## src/rtl/ecpri_tx.sv

```systemverilog
// eCPRI RMA response transmitter: 16-byte header plus optional read
// payload streamed from local memory with a 2-entry prefetch buffer.
module ecpri_tx #(
    parameter int ADDR_W = 8
) (
    input  logic              clk,
    input  logic              reset,
    input  logic              send_write_resp,
    input  logic              send_read_resp,
    input  logic [7:0]        req_rma_id,
    input  logic [15:0]       req_elem_id,
    input  logic [ADDR_W-1:0] req_addr,
    input  logic [7:0]        tx_payload_len,
    output logic              req_ready,
    output logic              mem_rd_en,
    output logic [ADDR_W-1:0] mem_addr,
    input  logic [7:0]        mem_rd_data,
    output logic [7:0]        tx_data,
    output logic              tx_valid,
    input  logic              tx_ready,
    output logic              tx_sop,
    output logic              tx_eop,
    output logic [7:0]        drop_cnt
);

    typedef enum logic [1:0] {
        IDLE,
        HDR,
        DATA
    } state_t;

    state_t state_q, state_d;

    logic              is_rd_q;
    logic [7:0]        id_q;
    logic [15:0]       elem_q;
    logic [ADDR_W-1:0] addr_q;
    logic [7:0]        len_q;

    logic [3:0] hdr_idx;
    logic [7:0] dat_idx;
    logic [7:0] iss_cnt;

    logic [7:0] fifo [2];
    logic       wr_ptr;
    logic       rd_ptr;
    logic [1:0] occ;
    logic       rd_pend;

    logic accept;
    logic fire;
    logic pop;
    logic push;
    logic has_data;
    logic hdr_last;
    logic dat_last;
    logic [2:0] occ_eff;

    logic [47:0] addr48;
    logic [15:0] pay_size;
    logic [7:0]  hdr_byte;
    logic [1:0]  drop_inc;
    logic [8:0]  drop_sum;

    assign req_ready = (state_q == IDLE);
    assign accept    = req_ready
                     && (send_read_resp || send_write_resp);
    assign fire      = tx_valid && tx_ready;
    assign pop       = fire && (state_q == DATA);
    assign push      = rd_pend;
    assign has_data  = is_rd_q && (len_q != 8'd0);
    assign hdr_last  = (state_q == HDR) && (hdr_idx == 4'd15);
    assign dat_last  = (state_q == DATA)
                     && (dat_idx == len_q - 8'd1);

    // A byte popped this cycle frees its slot for a same-cycle fetch,
    // which keeps the payload contiguous at full rate.
    assign occ_eff = {1'b0, occ} + {2'b00, rd_pend}
                   - {2'b00, pop};

    assign mem_rd_en = (state_q != IDLE) && has_data
                     && (iss_cnt != len_q)
                     && (occ_eff < 3'd2);
    assign mem_addr  = addr_q + ADDR_W'(iss_cnt);

    always_comb begin
        addr48   = 48'(addr_q);
        pay_size = is_rd_q ? (16'd12 + {8'd0, len_q}) : 16'd12;
        hdr_byte = 8'h00;
        case (hdr_idx)
            4'd0:    hdr_byte = 8'h10;
            4'd1:    hdr_byte = 8'h04;
            4'd2:    hdr_byte = pay_size[15:8];
            4'd3:    hdr_byte = pay_size[7:0];
            4'd4:    hdr_byte = id_q;
            4'd5:    hdr_byte = is_rd_q ? 8'h01 : 8'h11;
            4'd6:    hdr_byte = elem_q[15:8];
            4'd7:    hdr_byte = elem_q[7:0];
            4'd8:    hdr_byte = addr48[47:40];
            4'd9:    hdr_byte = addr48[39:32];
            4'd10:   hdr_byte = addr48[31:24];
            4'd11:   hdr_byte = addr48[23:16];
            4'd12:   hdr_byte = addr48[15:8];
            4'd13:   hdr_byte = addr48[7:0];
            4'd14:   hdr_byte = 8'h00;
            default: hdr_byte = len_q;
        endcase
    end

    always_comb begin
        tx_valid = 1'b0;
        tx_data  = 8'h00;
        tx_sop   = 1'b0;
        tx_eop   = 1'b0;
        unique case (state_q)
            HDR: begin
                tx_valid = 1'b1;
                tx_data  = hdr_byte;
                tx_sop   = (hdr_idx == 4'd0);
                tx_eop   = hdr_last && !has_data;
            end
            DATA: begin
                tx_valid = (occ != 2'd0);
                tx_data  = fifo[rd_ptr];
                tx_eop   = dat_last && (occ != 2'd0);
            end
            default: ;
        endcase
    end

    always_comb begin
        state_d = state_q;
        unique case (state_q)
            IDLE: begin
                if (accept)
                    state_d = HDR;
            end
            HDR: begin
                if (fire && hdr_last)
                    state_d = has_data ? DATA : IDLE;
            end
            DATA: begin
                if (pop && dat_last)
                    state_d = IDLE;
            end
            default: state_d = IDLE;
        endcase
    end

    always_ff @(posedge clk) begin
        if (reset)
            state_q <= IDLE;
        else
            state_q <= state_d;
    end

    always_ff @(posedge clk) begin
        if (reset) begin
            is_rd_q <= 1'b0;
            id_q    <= 8'h00;
            elem_q  <= 16'h0000;
            addr_q  <= '0;
            len_q   <= 8'h00;
        end else if (accept) begin
            is_rd_q <= send_read_resp;
            id_q    <= req_rma_id;
            elem_q  <= req_elem_id;
            addr_q  <= req_addr;
            len_q   <= tx_payload_len;
        end
    end

    always_ff @(posedge clk) begin
        if (reset) begin
            hdr_idx <= 4'd0;
            dat_idx <= 8'd0;
            iss_cnt <= 8'd0;
        end else if (accept) begin
            hdr_idx <= 4'd0;
            dat_idx <= 8'd0;
            iss_cnt <= 8'd0;
        end else begin
            if (fire && (state_q == HDR))
                hdr_idx <= hdr_idx + 4'd1;
            if (pop)
                dat_idx <= dat_idx + 8'd1;
            if (mem_rd_en)
                iss_cnt <= iss_cnt + 8'd1;
        end
    end

    // Memory data lands one cycle after the strobe; reset drops it.
    always_ff @(posedge clk) begin
        if (reset) begin
            rd_pend <= 1'b0;
            wr_ptr  <= 1'b0;
            rd_ptr  <= 1'b0;
            occ     <= 2'd0;
        end else begin
            rd_pend <= mem_rd_en;
            if (push)
                wr_ptr <= ~wr_ptr;
            if (pop)
                rd_ptr <= ~rd_ptr;
            occ <= occ + {1'b0, push} - {1'b0, pop};
        end
    end

    always_ff @(posedge clk) begin
        if (push)
            fifo[wr_ptr] <= mem_rd_data;
    end

    always_comb begin
        if (req_ready)
            drop_inc = {1'b0, send_read_resp && send_write_resp};
        else
            drop_inc = {1'b0, send_read_resp}
                     + {1'b0, send_write_resp};
        drop_sum = {1'b0, drop_cnt} + {7'd0, drop_inc};
    end

    always_ff @(posedge clk) begin
        if (reset)
            drop_cnt <= 8'h00;
        else if (drop_sum[8])
            drop_cnt <= 8'hFF;
        else
            drop_cnt <= drop_sum[7:0];
    end

endmodule

```

## config.mk

```make
export PLATFORM = sky130hd
export DESIGN_NAME = ecpri_tx
export DESIGN_NICKNAME = d
export VERILOG_FILES = /design/src/rtl/ecpri_tx.sv
export SDC_FILE = /design/constraint.sdc
export NUM_CORES = 1
export LEC_CHECK = 0
export BUFFER_PORTS_ARGS = -buffer_cell sky130_fd_sc_hd__buf_2
export CORE_MARGIN = 10
export CORE_UTILIZATION = 50
export CTS_BUF_LIST = sky130_fd_sc_hd__clkbuf_4
export DETAILED_ROUTE_END_ITERATION = 8
export PLACE_DENSITY = 0.72
export SLEW_MARGIN = 0
export SYNTH_ARGS = -nofsm -noshare
export SYNTH_HDL_FRONTEND = slang
export SYNTH_SLANG_ARGS = --single-unit
```

## constraint.sdc

```tcl
create_clock -name clk -period 3.8 [get_ports clk]
set_input_delay 0.19 -clock clk [delete_from_list [all_inputs] [get_ports clk]]
set_output_delay 0.19 -clock clk [all_outputs]
set_load 0.01 [all_outputs]
```

# Word level (Yosys, flattened, before mapping)
# Memory sizes are Yosys's and may differ from the RTL's. A register that Yosys moved wholly into a read port is not among the register bits.
# Cells that the tools add are included.
[totals] reg_bits=76 ramBits=16 n_memories=1
[mem_list] memory="fifo" depth=2 word_bits=8 rd=1 rd_ports_with_merged_regs=1 write_ports=1 line_no="44" text="logic [7:0] fifo [2];"
[classes] addsub=12 magnitude_cmp=1 eq_ne=22 mux=18 bitwise_logic=2 reduce_logical=25
[op_table] op="$pmux W8 S10" count=1
[op_table] op="$eq A4 B4 Y1 const B" count=8
[op_table] op="$add A8 B1 Y8 const B" count=2
[op_table] op="$eq A4 B3 Y1 const B" count=4
[op_table] op="$pmux W8 S2" count=1
[op_table] op="$logic_and A1 B1 Y1" count=15
[op_table] op="$mux W2" count=5
[op_table] op="$add A4 B8 Y9 const A" count=1
[op_table] op="$add A8 B2 Y9" count=1
[op_table] op="$mux W9" count=1
[op_table] op="$add A8 B8 Y8" count=1
[op_table] op="$eq A4 B2 Y1 const B" count=2
[op_table] op="$eq A8 B8 Y1" count=1
[op_table] op="$mux W8" count=1
[op_table] op="$ne A8 B8 Y1" count=1
[op_table] op="$reduce_bool A8 Y1" count=1
[op_table] op="$sub A8 B1 Y8 const B" count=1
[op_table] op="$pmux W2 S3" count=1
[op_table] op="$reduce_or A6 Y1" count=1
[op_table] op="$mux W1" count=5
[op_table] op="$mux W5" count=1
[op_table] op="$add A4 B1 Y4 const B" count=1
[op_table] op="$eq A4 B1 Y1 const B" count=1
[op_table] op="$logic_not A4 Y1" count=1
[op_table] op="18 further kinds" count=22

# Depth between registers and ports, before layout
[depth] depth_word=7 mapped_depth=17 mapped_depth_nobuf=14

# Worst setup path after synthesis
# Ideal clock, no wire load.
[synth_path] path_kind="reg-to-reg" start="register state_q[0]" end="register iss_cnt[7]" setup_time_ns=0.128 arrival_ns=3.127 slack_ns=0.546 path_stages_with_launch=18 period_less_slack_ns=3.254 path_cell_list="dfxtp_1 -> inv_1 -> ha_1 -> and2_1 -> clkbuf_1 -> o311a_1 -> buf_2 -> ha_1 -> inv_1 -> ha_1 -> fa_1 -> xnor2_1 -> nor3_1 -> o211ai_1 -> buf_4 -> nor4_1 -> xnor2_1 -> nor2_1"
[synth_between] elab_chain_len=7 elab_cells_between_ends=14
[synth_lines] item="start: declaration" line_no="32" text="state_t state_q, state_d;"
[synth_lines] item="start signal: assignment" line_no="154" text="state_q <= state_d;"
[synth_lines] item="$eq A2 B2 Y1 or $eq A2 B1 Y1 (tied branches)" line_no="69, 115"
[synth_lines] item="$pmux W1 S2" line_no="115" text="unique case (state_q)"
[synth_lines] item="$logic_and A1 B1 Y1" line_no="68" text="assign fire = tx_valid && tx_ready;"
[synth_lines] item="$logic_and A1 B1 Y1 *" line_no="69" text="assign pop = fire && (state_q == DATA);"
[synth_lines] item="via pop" line_no="52" text="logic pop;"
[synth_lines] item="$sub A3 B1 Y3 *" line_no="79" text="- {2'b00, pop};"
[synth_lines] item="$lt A3 B2 Y1 *" line_no="83" text="&& (occ_eff < 3'd2);"
[synth_lines] item="$logic_and A1 B1 Y1 *" line_no="83"
[synth_lines] item="end signal: assignment" line_no="188" text="iss_cnt <= iss_cnt + 8'd1;"
[synth_lines] item="end: declaration" line_no="42" text="logic [7:0] iss_cnt;"
# Mark *: on every way through the listed nets, which the timed path passes. The rest lies on a longest branch.
# A chain may end at the register's enable or synchronous reset.

# Worst setup path in the final report
[layout_path] start="register state_q[0]" end="output mem_rd_en"
[layout_between] elab_chain_len=7 elab_cells_between_ends=11
[layout_lines] item="$eq A2 B2 Y1 or $eq A2 B1 Y1 (tied branches)" line_no="69, 115"
[layout_lines] item="$pmux W1 S2" line_no="115"
[layout_lines] item="$logic_and A1 B1 Y1" line_no="68"
[layout_lines] item="$logic_and A1 B1 Y1" line_no="69"
[layout_lines] item="$sub A3 B1 Y3" line_no="79"
[layout_lines] item="$lt A3 B2 Y1" line_no="83"
[layout_lines] item="$logic_and A1 B1 Y1 *" line_no="83"
[layout_lines] item="end: declaration" line_no="15" text="output logic mem_rd_en,"
# Every way passes the cells marked *; elsewhere a longest branch is shown, timed or not.

==> out/qor.txt <==
count of flip-flops with a built-in enable after synthesis: 16
Register Area: 2020 um^2
most common cell in the synthesized netlist: sky130_fd_sc_hd__nand2_1
Top FF cell, synth: sky130_fd_sc_hd__dfxtp_1
clk slew on worst S/H paths: 0.14 ns
wire length per cell: 16.5 um
starting utilization of the core area: 0.516
Async S/R FF share, synth: 0
final worst-path setup slack: 0.229 ns
Post-Route Skew: 0.00930 ns
CTS Root Buffer Type: sky130_fd_sc_hd__clkbuf_4
clock latency of the later-clocked register in the worst-skew pair: 0.45 ns
core box area: 9860 um^2
IO Pins: 82
outcome: completed
via count: 4637
Hold WC Path Type: in2reg
aggregate routed wire length: 14000 um
Yosys top cell by area: sky130_fd_sc_hd__dfxtp_1
filler instances: 831
Tot GR Track Use: 0.194
summed negative setup slack over all endpoints: 0 ns
average vias per placed instance: 5.47
initial detailed-routing violation count: 283
1st-pass router iterations: 6
top-area cell type share of the netlist area: 0.303
area growth from synthesis to layout: 22.3%
sequential area share after synthesis: 0.397
average cell area after synthesis: 8.45 um^2
setup fix buffers added after clock tree synthesis: 0
number of H-tree branching levels: 3
Place WS: 0.380 ns
worst slew pin tran: 0.833 ns
floorplan die area: 14600 um^2
number of nets in the final layout: 791
syn nets: 683
area of the multi-input gates: 2790 um^2
ratio of final minimum period to clock period: 0.940
Antenna Cells: 0
vias in the first global route: 4683
library cells used by synthesis: 60
Detail Placement HPWL: 9820 um
count of clock tree sinks: 93
startpoint type of the worst setup path: flip-flop
maximum vdd ir drop: 0.000254 V
number of endpoints failing setup at the final stage: 0
leakage power: 0.00249 uW
number of warnings reported in the yosys synthesis log: 0
Max Clock Freq: 280 MHz
Port Buffer Count: 81
CTS tree: yes
Worst Path Class, Setup: reg2out
Critical Path RT: 3.61 ns
main area contributors after synthesis: sky130_fd_sc_hd__dfxtp_1 (30%), sky130_fd_sc_hd__edfxtp_1 (9.4%), sky130_fd_sc_hd__nand2_1 (7.8%)
cells after synthesis: 602
shortest period the worst path allows: 3.57 ns
number of maximum-capacitance constraint violations: 0
global-route wire length before repair: 23100 um
kind of end point of the critical path: output pin
mapped cell area: 5090 um^2
max-slew violation count: 0
Final GP Congestion: 0.941
arrival time reported for the critical path endpoint: 3.38 ns
most instantiated cells after synthesis: sky130_fd_sc_hd__nand2_1 (106), sky130_fd_sc_hd__dfxtp_1 (77), sky130_fd_sc_hd__a21oi_1 (59)
highest net fanout along the worst path: 8
number of placement rows: 36
GR Overflow Total: 0
RSZ-0062 raised after global routing: false
maximum number of pins on one net before global-route repair: 43
#FFs+latches synth: 93
worst rel slew slack: 0.445
number of clock buffers inserted by TritonCTS: 9
remaining number of nets flagged by the antenna check after routing: 0
maximum buffer depth of the clock tree: 2
number of antenna violations at the first check in global routing: 0
width of the chip: 121 um
number of design rule violations left after detail routing: 0
number of hold violations in the final report: 0
fraction of layout instances using a drive strength above 1: 0.175
DIE HEIGHT: 121 um
power per standard cell area: 424 nW/um^2
-- routing by layer --
layer	wire length [um]	global-route usage
met1	6000	0.230
met5	0	0
met4	280	0.0732
met2	6710	0.325
met3	1030	0.0554
-- worst paths after layout --
path / from / endpoint / slack, ns / cells after the start
setup / recovery: state_q[0] / mem_rd_en / 0.23 / 14
hold / removal: reset / wr_ptr / 0.14 / 2
setup reg to reg: state_q[0] / iss_cnt[4] / 0.50 / 14
hold reg to reg: elem_q[8] / elem_q[8] / 0.47 / 2
-- timing repair --
action	in CTS	in global routing
setup endpoints to repair	0	1
gates resized for setup	0	5
hold buffers	49	0
hold endpoints to repair	57	0
-- stage by stage --
step                      area, um^2  std cells  utilization  total power (uW)  hold WS [ns]
after floorplan                 5090        602            -              1760         0.289
after CTS                       6200        848        0.629              2640         0.112
after detailed placement        5550        783        0.562              2000         0.383
after global placement          5550        783        0.562              1970         0.380
after global routing            6220        848        0.631              2800         0.115
final                           6220        848        0.631              2640         0.137
-- flip-flops by register name, indices dropped and copies added (netlist names), 4 cells and up, named ones only --
name      count
iss_cnt       8
id_q          8
hdr_idx       4
drop_cnt      8
len_q         8
dat_idx       8
addr_q        8
elem_q       16
fifo         16
-- power by group --
| group | switching (uW) | internal (uW) |
|---|---|---|
| logic | 476 | 342 |
| registers | 107 | 1100 |
| clock network | 340 | 271 |
| total | 924 | 1710 |
-- final cells by class --
| type | instances | area share |
|---|---|---|
| multi-input cells | 436 | 0.448 |
| flip-flops and latches | 93 | 0.325 |
| clock inverters | 7 | 0.0159 |
| well taps | 133 | 0.0267 |
| clock buffers | 9 | 0.0109 |
| inverters | 32 | 0.0193 |
| repair buffers | 138 | 0.154 |
-- layout by cell type (no fill, tap or decap), types with 10 or more instances in the layout --
cell,instances
sky130_fd_sc_hd__inv_1,32
sky130_fd_sc_hd__o21ai_0,20
sky130_fd_sc_hd__nor2b_1,13
sky130_fd_sc_hd__nand3_1,22
sky130_fd_sc_hd__a21oi_1,59
sky130_fd_sc_hd__dlygate4sd3_1,49
sky130_fd_sc_hd__xor2_1,13
sky130_fd_sc_hd__dfxtp_1,76
sky130_fd_sc_hd__edfxtp_1,16
sky130_fd_sc_hd__buf_2,81
sky130_fd_sc_hd__xnor2_1,30
sky130_fd_sc_hd__nor2_1,34
sky130_fd_sc_hd__nand2_1,106
sky130_fd_sc_hd__a22oi_1,10
sky130_fd_sc_hd__ha_1,25
-- logic make-up (layout without fill, tap and decap cells) --
kind of cell | Yosys count | in the layout | share of synthesized area
adder cells (fa/ha/maj) | 28 | 28 | 0.0733
multiplexers | 10 | 10 | 0.0219
AND/OR/NAND/NOR | 224 | 224 | 0.208
AO/OA/AOI/OAI | 129 | 129 | 0.162
flip-flops | 93 | 93 | 0.397
XOR/XNOR | 45 | 45 | 0.0789
buffers and inverters | 73 | 186 | 0.0580
-- worst max-delay path, stage by stage, from the launching register on --
cell                       delay, ns
sky130_fd_sc_hd__dfxtp_2        0.38
sky130_fd_sc_hd__inv_1          0.07
sky130_fd_sc_hd__ha_1           0.32
sky130_fd_sc_hd__and2_2         0.22
sky130_fd_sc_hd__o311a_1        0.15
sky130_fd_sc_hd__ha_1           0.29
sky130_fd_sc_hd__inv_1          0.04
sky130_fd_sc_hd__ha_1           0.19
sky130_fd_sc_hd__fa_2           0.37
sky130_fd_sc_hd__xnor2_2        0.16
sky130_fd_sc_hd__nor3_2         0.14
sky130_fd_sc_hd__o211ai_1       0.20
sky130_fd_sc_hd__buf_4          0.21
sky130_fd_sc_hd__inv_1          0.07
sky130_fd_sc_hd__buf_2          0.13
Note: power is estimated with default switching activity, not from simulation.
